--- config.mk ---
export PLATFORM = sky130hd
export DESIGN_NAME = inst_encoder_flat
export DESIGN_NICKNAME = d
export VERILOG_FILES = /design/src/rtl/riscv_enc_pkg.sv /design/src/rtl/inst_encoder_if.sv /design/src/rtl/sync_fifo.sv /design/src/rtl/inst_encoder.sv /design/src/flat_wrapper.sv
export SDC_FILE = /design/constraint.sdc
export NUM_CORES = 1
export LEC_CHECK = 0
export CORE_MARGIN = 2
export CORE_UTILIZATION = 40
export CTS_BUF_LIST = sky130_fd_sc_hd__clkbuf_4 sky130_fd_sc_hd__clkbuf_8 sky130_fd_sc_hd__clkbuf_16
export CTS_CLUSTER_DIAMETER = 40
export CTS_CLUSTER_SIZE = 24
export DETAILED_ROUTE_END_ITERATION = 6
export GPL_ROUTABILITY_DRIVEN = 0
export SYNTH_ARGS = -nofsm -noshare
export SYNTH_HDL_FRONTEND = slang
export SYNTH_SLANG_ARGS = --single-unit
--- constraint.sdc ---
create_clock -name clk -period 5.6 [get_ports clk]
set_clock_uncertainty 0.15 [all_clocks]
set_input_delay 1.12 -clock clk [delete_from_list [all_inputs] [get_ports clk]]
set_output_delay 1.12 -clock clk [all_outputs]
set_load 0.01 [all_outputs]
--- src/rtl/riscv_enc_pkg.sv ---
// RV32I encoder shared types: format enum, opcode constants, immediate limits
// and the pure field-to-word encoder used by inst_encoder.
package riscv_enc_pkg;

    typedef enum logic [2:0] {
        FMT_R = 3'd0,
        FMT_I = 3'd1,
        FMT_S = 3'd2,
        FMT_B = 3'd3,
        FMT_U = 3'd4,
        FMT_J = 3'd5
    } fmt_e;

    localparam logic [6:0] OPC_LOAD   = 7'h03;
    localparam logic [6:0] OPC_OPIMM  = 7'h13;
    localparam logic [6:0] OPC_STORE  = 7'h23;
    localparam logic [6:0] OPC_BRANCH = 7'h63;
    localparam logic [6:0] OPC_JAL    = 7'h6F;
    localparam logic [6:0] OPC_JALR   = 7'h67;
    localparam logic [6:0] OPC_LUI    = 7'h37;
    localparam logic [6:0] OPC_AUIPC  = 7'h17;

    localparam int IMM_I_MIN = -2048;
    localparam int IMM_I_MAX = 2047;
    localparam int IMM_B_MIN = -4096;
    localparam int IMM_B_MAX = 4094;
    localparam int IMM_J_MIN = -1048576;
    localparam int IMM_J_MAX = 1048574;

    typedef struct packed {
        logic        legal;
        logic [31:0] inst;
    } enc_t;

    // Scatter the immediate per format; an illegal bundle yields an all-zero word.
    function automatic enc_t encode_fields(
        input logic [2:0]  fmt,
        input logic [6:0]  opcode,
        input logic [4:0]  rd,
        input logic [4:0]  rs1,
        input logic [4:0]  rs2,
        input logic [2:0]  funct3,
        input logic [6:0]  funct7,
        input logic [31:0] imm
    );
        enc_t              res;
        logic signed [31:0] simm;
        res  = '0;
        simm = signed'(imm);
        case (fmt)
            FMT_R: begin
                res.legal = 1'b1;
                res.inst  = {funct7, rs2, rs1, funct3, rd, opcode};
            end
            FMT_I: begin
                res.legal = (simm >= IMM_I_MIN) && (simm <= IMM_I_MAX);
                res.inst  = {imm[11:0], rs1, funct3, rd, opcode};
            end
            FMT_S: begin
                res.legal = (simm >= IMM_I_MIN) && (simm <= IMM_I_MAX);
                res.inst  = {imm[11:5], rs2, rs1, funct3, imm[4:0], opcode};
            end
            FMT_B: begin
                res.legal = (simm >= IMM_B_MIN) && (simm <= IMM_B_MAX) && !imm[0];
                res.inst  = {imm[12], imm[10:5], rs2, rs1, funct3, imm[4:1], imm[11], opcode};
            end
            FMT_U: begin
                res.legal = (imm[11:0] == 12'd0);
                res.inst  = {imm[31:12], rd, opcode};
            end
            FMT_J: begin
                res.legal = (simm >= IMM_J_MIN) && (simm <= IMM_J_MAX) && !imm[0];
                res.inst  = {imm[20], imm[10:1], imm[11], imm[19:12], rd, opcode};
            end
            default: res = '0;
        endcase
        if (!res.legal) begin
            res.inst = '0;
        end
        return res;
    endfunction

endpackage

--- src/rtl/inst_encoder_if.sv ---
// Field-bundle input and encoded-word output bus of the instruction encoder.
interface inst_encoder_if #(
    parameter int unsigned ADDR_W = 9
);
    logic              in_valid;
    logic              in_ready;
    logic [2:0]        in_fmt;
    logic [6:0]        in_opcode;
    logic [4:0]        in_rd;
    logic [4:0]        in_rs1;
    logic [4:0]        in_rs2;
    logic [2:0]        in_funct3;
    logic [6:0]        in_funct7;
    logic [31:0]       in_imm;
    logic              out_valid;
    logic              out_ready;
    logic [31:0]       out_inst;
    logic [ADDR_W-1:0] out_addr;
    logic              imm_err;
    logic [ADDR_W-1:0] wr_count;

    modport master (
        output in_valid, in_fmt, in_opcode, in_rd, in_rs1, in_rs2,
               in_funct3, in_funct7, in_imm, out_ready,
        input  in_ready, out_valid, out_inst, out_addr, imm_err, wr_count
    );

    modport slave (
        input  in_valid, in_fmt, in_opcode, in_rd, in_rs1, in_rs2,
               in_funct3, in_funct7, in_imm, out_ready,
        output in_ready, out_valid, out_inst, out_addr, imm_err, wr_count
    );
endinterface

--- src/rtl/sync_fifo.sv ---
// Single-clock FIFO with registered occupancy; head reads as zero when empty.
module sync_fifo #(
    parameter int unsigned WIDTH = 32,
    parameter int unsigned DEPTH = 4
) (
    input  logic             clk,
    input  logic             reset,
    input  logic             push,
    input  logic [WIDTH-1:0] wr_data,
    input  logic             pop,
    output logic [WIDTH-1:0] rd_data_c,
    output logic             full_c,
    output logic             empty_c
);
    localparam int unsigned PTR_W = $clog2(DEPTH);
    localparam int unsigned CNT_W = PTR_W + 1;

    logic [WIDTH-1:0] mem [DEPTH];
    logic [PTR_W-1:0] wr_ptr;
    logic [PTR_W-1:0] rd_ptr;
    logic [CNT_W-1:0] count;
    logic             do_push_c;
    logic             do_pop_c;

    assign do_push_c = push && !full_c;
    assign do_pop_c  = pop && !empty_c;

    always_ff @(posedge clk) begin
        if (reset) begin
            wr_ptr <= '0;
            rd_ptr <= '0;
            count  <= '0;
        end else begin
            if (do_push_c) begin
                wr_ptr <= wr_ptr + PTR_W'(1);
            end
            if (do_pop_c) begin
                rd_ptr <= rd_ptr + PTR_W'(1);
            end
            count <= count + CNT_W'(do_push_c) - CNT_W'(do_pop_c);
        end
    end

    // Storage needs no reset: entries are only visible between push and pop.
    always_ff @(posedge clk) begin
        if (do_push_c && !reset) begin
            mem[wr_ptr] <= wr_data;
        end
    end

    assign full_c    = (count == CNT_W'(DEPTH));
    assign empty_c   = (count == '0);
    assign rd_data_c = empty_c ? '0 : mem[rd_ptr];

endmodule

--- src/rtl/inst_encoder.sv ---
// RV32I field encoder: encodes accepted bundles, buffers legal words and drains
// them to instruction memory at an auto-incrementing word address.
module inst_encoder
    import riscv_enc_pkg::*;
#(
    parameter int unsigned ADDR_W     = 9,
    parameter int unsigned FIFO_DEPTH = 4
) (
    input logic          clk,
    input logic          reset,
    inst_encoder_if.slave bus
);
    enc_t              enc_c;
    logic              ready_c;
    logic              accept_c;
    logic              push_c;
    logic              pop_c;
    logic              full_c;
    logic              empty_c;
    logic [31:0]       head_c;
    logic              run_q;
    logic              err_q;
    logic [ADDR_W-1:0] addr_q;
    logic [ADDR_W-1:0] count_q;

    always_comb begin
        enc_c = encode_fields(bus.in_fmt, bus.in_opcode, bus.in_rd, bus.in_rs1,
                              bus.in_rs2, bus.in_funct3, bus.in_funct7, bus.in_imm);
    end

    // run_q keeps in_ready low for the cycle following a reset edge.
    assign ready_c  = run_q && !full_c;
    assign accept_c = bus.in_valid && ready_c;
    assign push_c   = accept_c && enc_c.legal;
    assign pop_c    = !empty_c && bus.out_ready;

    sync_fifo #(
        .WIDTH (32),
        .DEPTH (FIFO_DEPTH)
    ) u_fifo (
        .clk       (clk),
        .reset     (reset),
        .push      (push_c),
        .wr_data   (enc_c.inst),
        .pop       (pop_c),
        .rd_data_c (head_c),
        .full_c    (full_c),
        .empty_c   (empty_c)
    );

    // Rejected bundles pulse imm_err and never consume an address.
    always_ff @(posedge clk) begin
        if (reset) begin
            run_q   <= 1'b0;
            err_q   <= 1'b0;
            addr_q  <= '0;
            count_q <= '0;
        end else begin
            run_q <= 1'b1;
            err_q <= accept_c && !enc_c.legal;
            if (pop_c) begin
                addr_q  <= addr_q + ADDR_W'(1);
                count_q <= count_q + ADDR_W'(1);
            end
        end
    end

    assign bus.in_ready  = ready_c;
    assign bus.out_valid = !empty_c;
    assign bus.out_inst  = head_c;
    assign bus.out_addr  = addr_q;
    assign bus.imm_err   = err_q;
    assign bus.wr_count  = count_q;

endmodule
--- src/flat_wrapper.sv ---
// flat-port wrapper written by rule: the top's interface ports become plain ports
module inst_encoder_flat import riscv_enc_pkg::*;
#(
    parameter int unsigned ADDR_W     = 9,
    parameter int unsigned FIFO_DEPTH = 4
)
  (clk, reset, bus_in_valid, bus_in_fmt, bus_in_opcode, bus_in_rd, bus_in_rs1, bus_in_rs2, bus_in_funct3, bus_in_funct7, bus_in_imm, bus_out_ready, bus_in_ready, bus_out_valid, bus_out_inst, bus_out_addr, bus_imm_err, bus_wr_count);
  inst_encoder_if #(.ADDR_W(ADDR_W)) bus_i ();
  input logic clk;
  input logic reset;
  input wire logic [$bits(bus_i.in_valid)-1:0] bus_in_valid;
  input wire logic [$bits(bus_i.in_fmt)-1:0] bus_in_fmt;
  input wire logic [$bits(bus_i.in_opcode)-1:0] bus_in_opcode;
  input wire logic [$bits(bus_i.in_rd)-1:0] bus_in_rd;
  input wire logic [$bits(bus_i.in_rs1)-1:0] bus_in_rs1;
  input wire logic [$bits(bus_i.in_rs2)-1:0] bus_in_rs2;
  input wire logic [$bits(bus_i.in_funct3)-1:0] bus_in_funct3;
  input wire logic [$bits(bus_i.in_funct7)-1:0] bus_in_funct7;
  input wire logic [$bits(bus_i.in_imm)-1:0] bus_in_imm;
  input wire logic [$bits(bus_i.out_ready)-1:0] bus_out_ready;
  output wire logic [$bits(bus_i.in_ready)-1:0] bus_in_ready;
  output wire logic [$bits(bus_i.out_valid)-1:0] bus_out_valid;
  output wire logic [$bits(bus_i.out_inst)-1:0] bus_out_inst;
  output wire logic [$bits(bus_i.out_addr)-1:0] bus_out_addr;
  output wire logic [$bits(bus_i.imm_err)-1:0] bus_imm_err;
  output wire logic [$bits(bus_i.wr_count)-1:0] bus_wr_count;
  assign bus_i.in_valid = bus_in_valid;
  assign bus_i.in_fmt = bus_in_fmt;
  assign bus_i.in_opcode = bus_in_opcode;
  assign bus_i.in_rd = bus_in_rd;
  assign bus_i.in_rs1 = bus_in_rs1;
  assign bus_i.in_rs2 = bus_in_rs2;
  assign bus_i.in_funct3 = bus_in_funct3;
  assign bus_i.in_funct7 = bus_in_funct7;
  assign bus_i.in_imm = bus_in_imm;
  assign bus_i.out_ready = bus_out_ready;
  assign bus_in_ready = bus_i.in_ready;
  assign bus_out_valid = bus_i.out_valid;
  assign bus_out_inst = bus_i.out_inst;
  assign bus_out_addr = bus_i.out_addr;
  assign bus_imm_err = bus_i.imm_err;
  assign bus_wr_count = bus_i.wr_count;
  inst_encoder #(.ADDR_W(ADDR_W), .FIFO_DEPTH(FIFO_DEPTH)) u_core (.clk(clk), .reset(reset), .bus(bus_i));
endmodule
Word-level counts from Yosys, hierarchy flattened --
Memory sizes are Yosys's and may differ from the RTL's. A register that Yosys moved wholly into a read port is not among the register bits. Cells that the tools add are included. Widths: inputs -> output; s select.
Storage, ports and cells: RAM bits 128, output and inout port bits 53, bits of input ports 71, memories 1, word-level logic and storage cells 55, flip-flop bits (word level) 27
Memory list:
- u_core.u_fifo.mem | words 4, width 32, read ports 1, clocked after memory_dff 1, wr ports 1, RTL line sync_fifo.sv:18 | logic [WIDTH-1:0] mem [DEPTH];
Cells by class: $lt $le $gt $ge 6, muxes and demuxes 8, reductions and logical operators 21, eq/ne operators 6, $add $sub $neg 6
Operators with widths (count):
- $pmux 33 s6 | 1
- $mux 32 | 2
- $ge 32x12->1 const B | 1
- $ge 32x13->1 const B | 1
- $ge 32x21->1 const B | 1
- $le 32x12->1 const B | 1
- $le 32x13->1 const B | 1
- $le 32x21->1 const B | 1
- $add 9x1->9 const B | 2
- $logic_and 1x1->1 | 13
- $logic_not 12->1 | 1
- $eq 3x3->1 const B | 3
- $eq 3x2->1 const B | 2
- $logic_not 3->1 | 2
- $logic_not 1->1 | 5
- $add 2x1->2 const B | 2
- $mux 2 | 2
- $add 3x1->3 | 1
- $eq 3x1->1 const B | 1
- $mux 1 | 3
- $sub 3x1->3 | 1

Longest topological paths before layout --
depth after elaboration 9, depth in mapped cells 15, depth with buffers taken out 14

Modules after synthesis --
Synthesis repeated with hierarchy kept, for this count alone.
Second synthesis, totals: cells, all modules 484, area, all modules 7071.8 um^2
By module, submodules not included:
- sync_fifo | seq. area each 4023.9 um^2, cells each 253, area each 5321.4 um^2, instances 1
- inst_encoder | seq. area each 400.4 um^2, cells each 231, area each 1750.4 um^2, instances 1

Least setup slack after synthesis --
No wires, ideal clock.
path type input port to flip-flop, start point input port bus_in_imm[23], end point memory u_core.u_fifo.mem[0][0] (enable), stages 8, path buffers 2, arrival 3766 ps, path slack 1268 ps, data required time 5034 ps, setup time 416 ps, cells stage by stage nand4_1 -> or3_4 -> nor4_4 -> a41oi_1 -> o21a_1 -> buf_6 -> buf_6 -> nor3b_2
Between the ends: longest elaborated chain between the ends 9, elaborated cells between the ends (all ways) 17, classes of those cells 6 x order compare; 3 x mux; 8 x reduce/logical
Ends and longest elaborated chain:
- start: declaration | RTL line flat_wrapper.sv:19 | input wire logic [$bits(bus_i.in_imm)-1:0] bus_in_imm;
- $ge 32x21->1 (tied with other cells) | RTL line riscv_enc_pkg.sv:72 | res.legal = (simm >= IMM_J_MIN) && (simm <= IMM_J_MAX) && !imm[0];
- $logic_and 1x1->1, on equally long branches (2 in a row) | RTL line riscv_enc_pkg.sv:72, riscv_enc_pkg.sv:64
- $pmux 33 s6 (*) | RTL line riscv_enc_pkg.sv:50 | case (fmt)
- $logic_and 1x1->1 (*) | RTL line inst_encoder.sv:34 | assign push_c = accept_c && enc_c.legal;
- $logic_and 1x1->1 (*) | RTL line sync_fifo.sv:25 | assign do_push_c = push && !full_c;
- $logic_and 1x1->1 (*) | RTL line sync_fifo.sv:46 | if (do_push_c && !reset) begin
- $mux 1 (*) | RTL line sync_fifo.sv:46
- $mux 1 (not written as such) (*) | RTL line sync_fifo.sv:47 | mem[wr_ptr] <= wr_data;
- end: declaration | RTL line sync_fifo.sv:18
Every way passes the cells marked *; elsewhere a longest branch is shown, timed or not.

Final worst setup path --
start point input port bus_in_imm[26], end point register u_core.u_fifo.count[2]
Between the ends: longest elaborated chain between the ends 8, elaborated cells between the ends (all ways) 16, classes of those cells 2 x add/sub; 6 x order compare; 1 x mux; 7 x reduce/logical
Ends and longest elaborated chain:
- $ge 32x21->1 (tied with other cells) | RTL line riscv_enc_pkg.sv:72
- $logic_and 1x1->1, on equally long branches (2 in a row) | RTL line riscv_enc_pkg.sv:72, riscv_enc_pkg.sv:64
- $pmux 33 s6 (*) | RTL line riscv_enc_pkg.sv:50
- $logic_and 1x1->1 (*) | RTL line inst_encoder.sv:34
- $logic_and 1x1->1 (*) | RTL line sync_fifo.sv:25
- $add 3x1->3 (*) | RTL line sync_fifo.sv:40 | count <= count + CNT_W'(do_push_c) - CNT_W'(do_pop_c);
- $sub 3x1->3 (*) | RTL line sync_fifo.sv:40
- end signal: assignment | RTL line sync_fifo.sv:40
- end: declaration | RTL line sync_fifo.sv:21 | logic [CNT_W-1:0] count;
Marked as above. A chain may end at the register's enable or synchronous reset.

==> metrics.txt <==
outcome=completed; VDD IR-drop max=0.000221 V; Post-CTS Setup Bufs=0; register area share after synthesis=63.3%; Root Driver=clkbuf_16; total negative slack=0 ns; maximum buffer depth of the clock tree=2; CTS tree=yes; Congestion Overflow GR=0; Via density=5.40; fin crit period=4.34 ns; Pwr Density=389 nW/um^2; Critical Path AT=4.49 ns; DRT iter0 DRCs=418; io pins=124; total power=3570 uW; CP Class=input port to flip-flop; filler cell count=1465; Yosys reg bits=157; worst reg-to-reg setup slack=2.00 ns; CTS resizes=0; worst setup margin=1.26 ns; layout cell share with drive strength beyond 1=15.5%; Post-synth EDFFs=128; Final setup viols=0; worst min path class=flip-flop to flip-flop; Max Slew Vio Count=0; H-tree levels=4; critical hold path startpoint=u_core.bus.wr_count[7]; Worst Reg2Reg Path Length in Cells=10; initial antenna violation count=1; row count=48; ys async rst share=0%; final hold vios=0; Netlist cell types=47; Starting Density=40.7%; die area=18600 sq um; Max Cap Viol=0; Synth Area per Inst=14.4 sq um; Die W=136 um; vias in the first global route=4693; Reg clk slew, reported paths=0.06 ns; CTS Hold Bufs=0; reg2reg start=u_core.u_fifo.count[1]; Final #Nets=701; hold depth=2; WP data required=5.76 ns; most used cell, CP=inv_1; max frequency=231 MHz; Design Area, Final=9170 sq um; Area growth syn-to-layout=31.1%; post-route clock period utilization=77.4%; vias=4641; post-place setup slack=0.898 ns; placed cell areas=8530 sq um; Residual DRC=0; first-pass GRT wire length=26.4 mm; Worst-Skew Late Latency=0.43 ns; Synth Flop Type=edfxtp_1; Tot GR Track Use=19.4%; synthesized area=6990 sq um; Antenna Violating Nets Remaining=0; crit path max fanout=3; Worst setup EP type=flip-flop; IO Port Bufs=123; reg2reg end=u_core.u_fifo.count[2]; pin count of the biggest net entering global routing=35; wire per inst=19.9 um; YS warnings=0; Die Ht=136 um; synthesized net count=567; Startpoint Class=input port; synthesized instance count=487; Slew HR=18.8%; Core Region=17200 sq um; crit-path cells=clkdlybuf4s50_1, nor4_1, nand3_1, nor4b_1, a221oi_2, o22ai_1, inv_1, ha_1, inv_1, ha_1, inv_1, fa_1, xor2_1, xnor2_1, nor2_1; Num CTS Buffers=17; Leakage=0.00309 uW; post-route core utilization=53.4%; Tightest Pin Transition=1.22 ns; Worst Hold Path EP=u_core.bus.wr_count[7]; post-DP HPWL=11.7 mm; Critical Path Max Stage Delay=0.48 ns; CP max-delay cell=nor4_1; Pre-Repair DR Iteration Count=5; routed wire length=17.1 mm; clk sinks=157; RSZ-0062 raised after global routing=no
## layout make-up
type                            count  area, sq um  share of cell area, %
Clock inverter                     12          184                   2.01
Timing Repair Buffer              140         1360                   14.8
Clock buffer                       20          448                   4.89
Tap cell                          225          282                   3.07
Sequential cell                   157         4430                   48.3
Antenna cell                        1         2.50                 0.0273
Inverter                           12         45.0                  0.491
Multi-Input combinational cell    293         2420                   26.4
## kinds of logic after synthesis
| logic type | count (synthesis) | synth area share [%] |
|---|---|---|
| simple gates | 173 | 13.2 |
| flops | 157 | 63.3 |
| compound gates | 48 | 4.72 |
| mux | 46 | 12.5 |
| buf+inv | 37 | 2.49 |
| xor+xnor | 17 | 2.13 |
| fa+ha+maj | 9 | 1.72 |
## worst max-delay path: cells and delay by family
| family | cells | cell delay, ns |
|---|---|---|
| and+or+nand+nor | 4 | 1.23 |
| adders and majority gates | 3 | 0.80 |
| buffers and inverters | 4 | 0.65 |
| AOI/OAI and AO/OA | 2 | 0.38 |
| xor gates and xnor gates | 2 | 0.31 |
## cells in the final DEF, fill, tap and decap left out, drive strengths merged, types with 2 or more instances in the layout
cell and n:
a21oi 15, a22oi 11, a2bb2oi 8, and2 33
and3 3, buf 17, bufinv 4, clkbuf 20
clkdlybuf4s50 123, clkinv 3, clkinvlp 2, dfxtp 29
edfxtp 128, ha 8, inv 15, mux2 8
mux2i 6, mux4 32, nand2 22, nand2b 4
nand3 9, nand4 14, nor2 55, nor2b 9
nor3 2, nor3b 5, nor4 8, o21ai 5
or3 7, xnor2 5, xor2 12
## how the worst max path moves through the flow
stage | from | endpoint | slack, ns | cells past startpoint
after global routing | bus_in_imm[26] | u_core.u_fifo.count[2] | 1.06 | 15
after floorplan | bus_in_imm[23] | u_core.u_fifo.mem[0][0] | 1.27 | 8
after global placement | bus_in_imm[24] | u_core.u_fifo.count[2] | 0.98 | 15
after CTS | bus_in_imm[31] | u_core.u_fifo.count[2] | 1.34 | 15
after detailed placement | bus_in_imm[31] | u_core.u_fifo.count[2] | 0.90 | 15
final | bus_in_imm[26] | u_core.u_fifo.count[2] | 1.26 | 15
## per-layer routing
metal	routed length [um]	global-route usage [%]	vias to the layer above
li1	-	-	2114
met1	7460	26.2	2295
met2	8030	30.4	204
met3	1260	5.67	28
met4	322	6.08	0
met5	0	0	-
## cell usage after synthesis, types with 6 or more instances
library cell	instances	area [sq um]
a21oi_1	15	75.1
a22oi_1	11	82.6
a2bb2oi_1	8	70.1
and2_1	33	206
buf_2	8	40.0
clkbuf_1	11	41.3
dfxtp_1	29	581
edfxtp_1	128	3840
ha_1	8	100
inv_1	11	41.3
mux2_2	8	90.1
mux2i_1	6	60.1
mux4_2	32	721
nand2_1	22	82.6
nand3_1	9	45.0
nand4_1	14	87.6
nor2_1	55	206
nor2b_1	9	56.3
nor4_1	7	43.8
or3_1	6	37.5
xor2_1	12	105
## metrics by stage
stage | hold WS [ns] | instances
finish | 0.370 | 860
global route | 0.388 | 859
CTS | 0.357 | 859
detailed placement | 0.343 | 827
global placement | 0.336 | 827
floorplan | 0.318 | 487
## sequential cells by signal (all words and copies together) (netlist names), named ones only
register / flops
u_core.run_q: 1
u_core.u_fifo.count: 3
u_core.bus.imm_err: 1
u_core.bus.wr_count: 9
u_core.u_fifo.wr_ptr: 2
u_core.bus.out_addr: 9
u_core.u_fifo.mem: 128
u_core.u_fifo.rd_ptr: 2
## power by group
group | internal (uW) | total, uW | switching [uW]
sequential | 1290 | 1350 | 64.2
clock | 766 | 1230 | 463
combinational | 568 | 986 | 418
total | 2620 | 3570 | 946
Note: power is estimated with default switching activity, not from simulation.
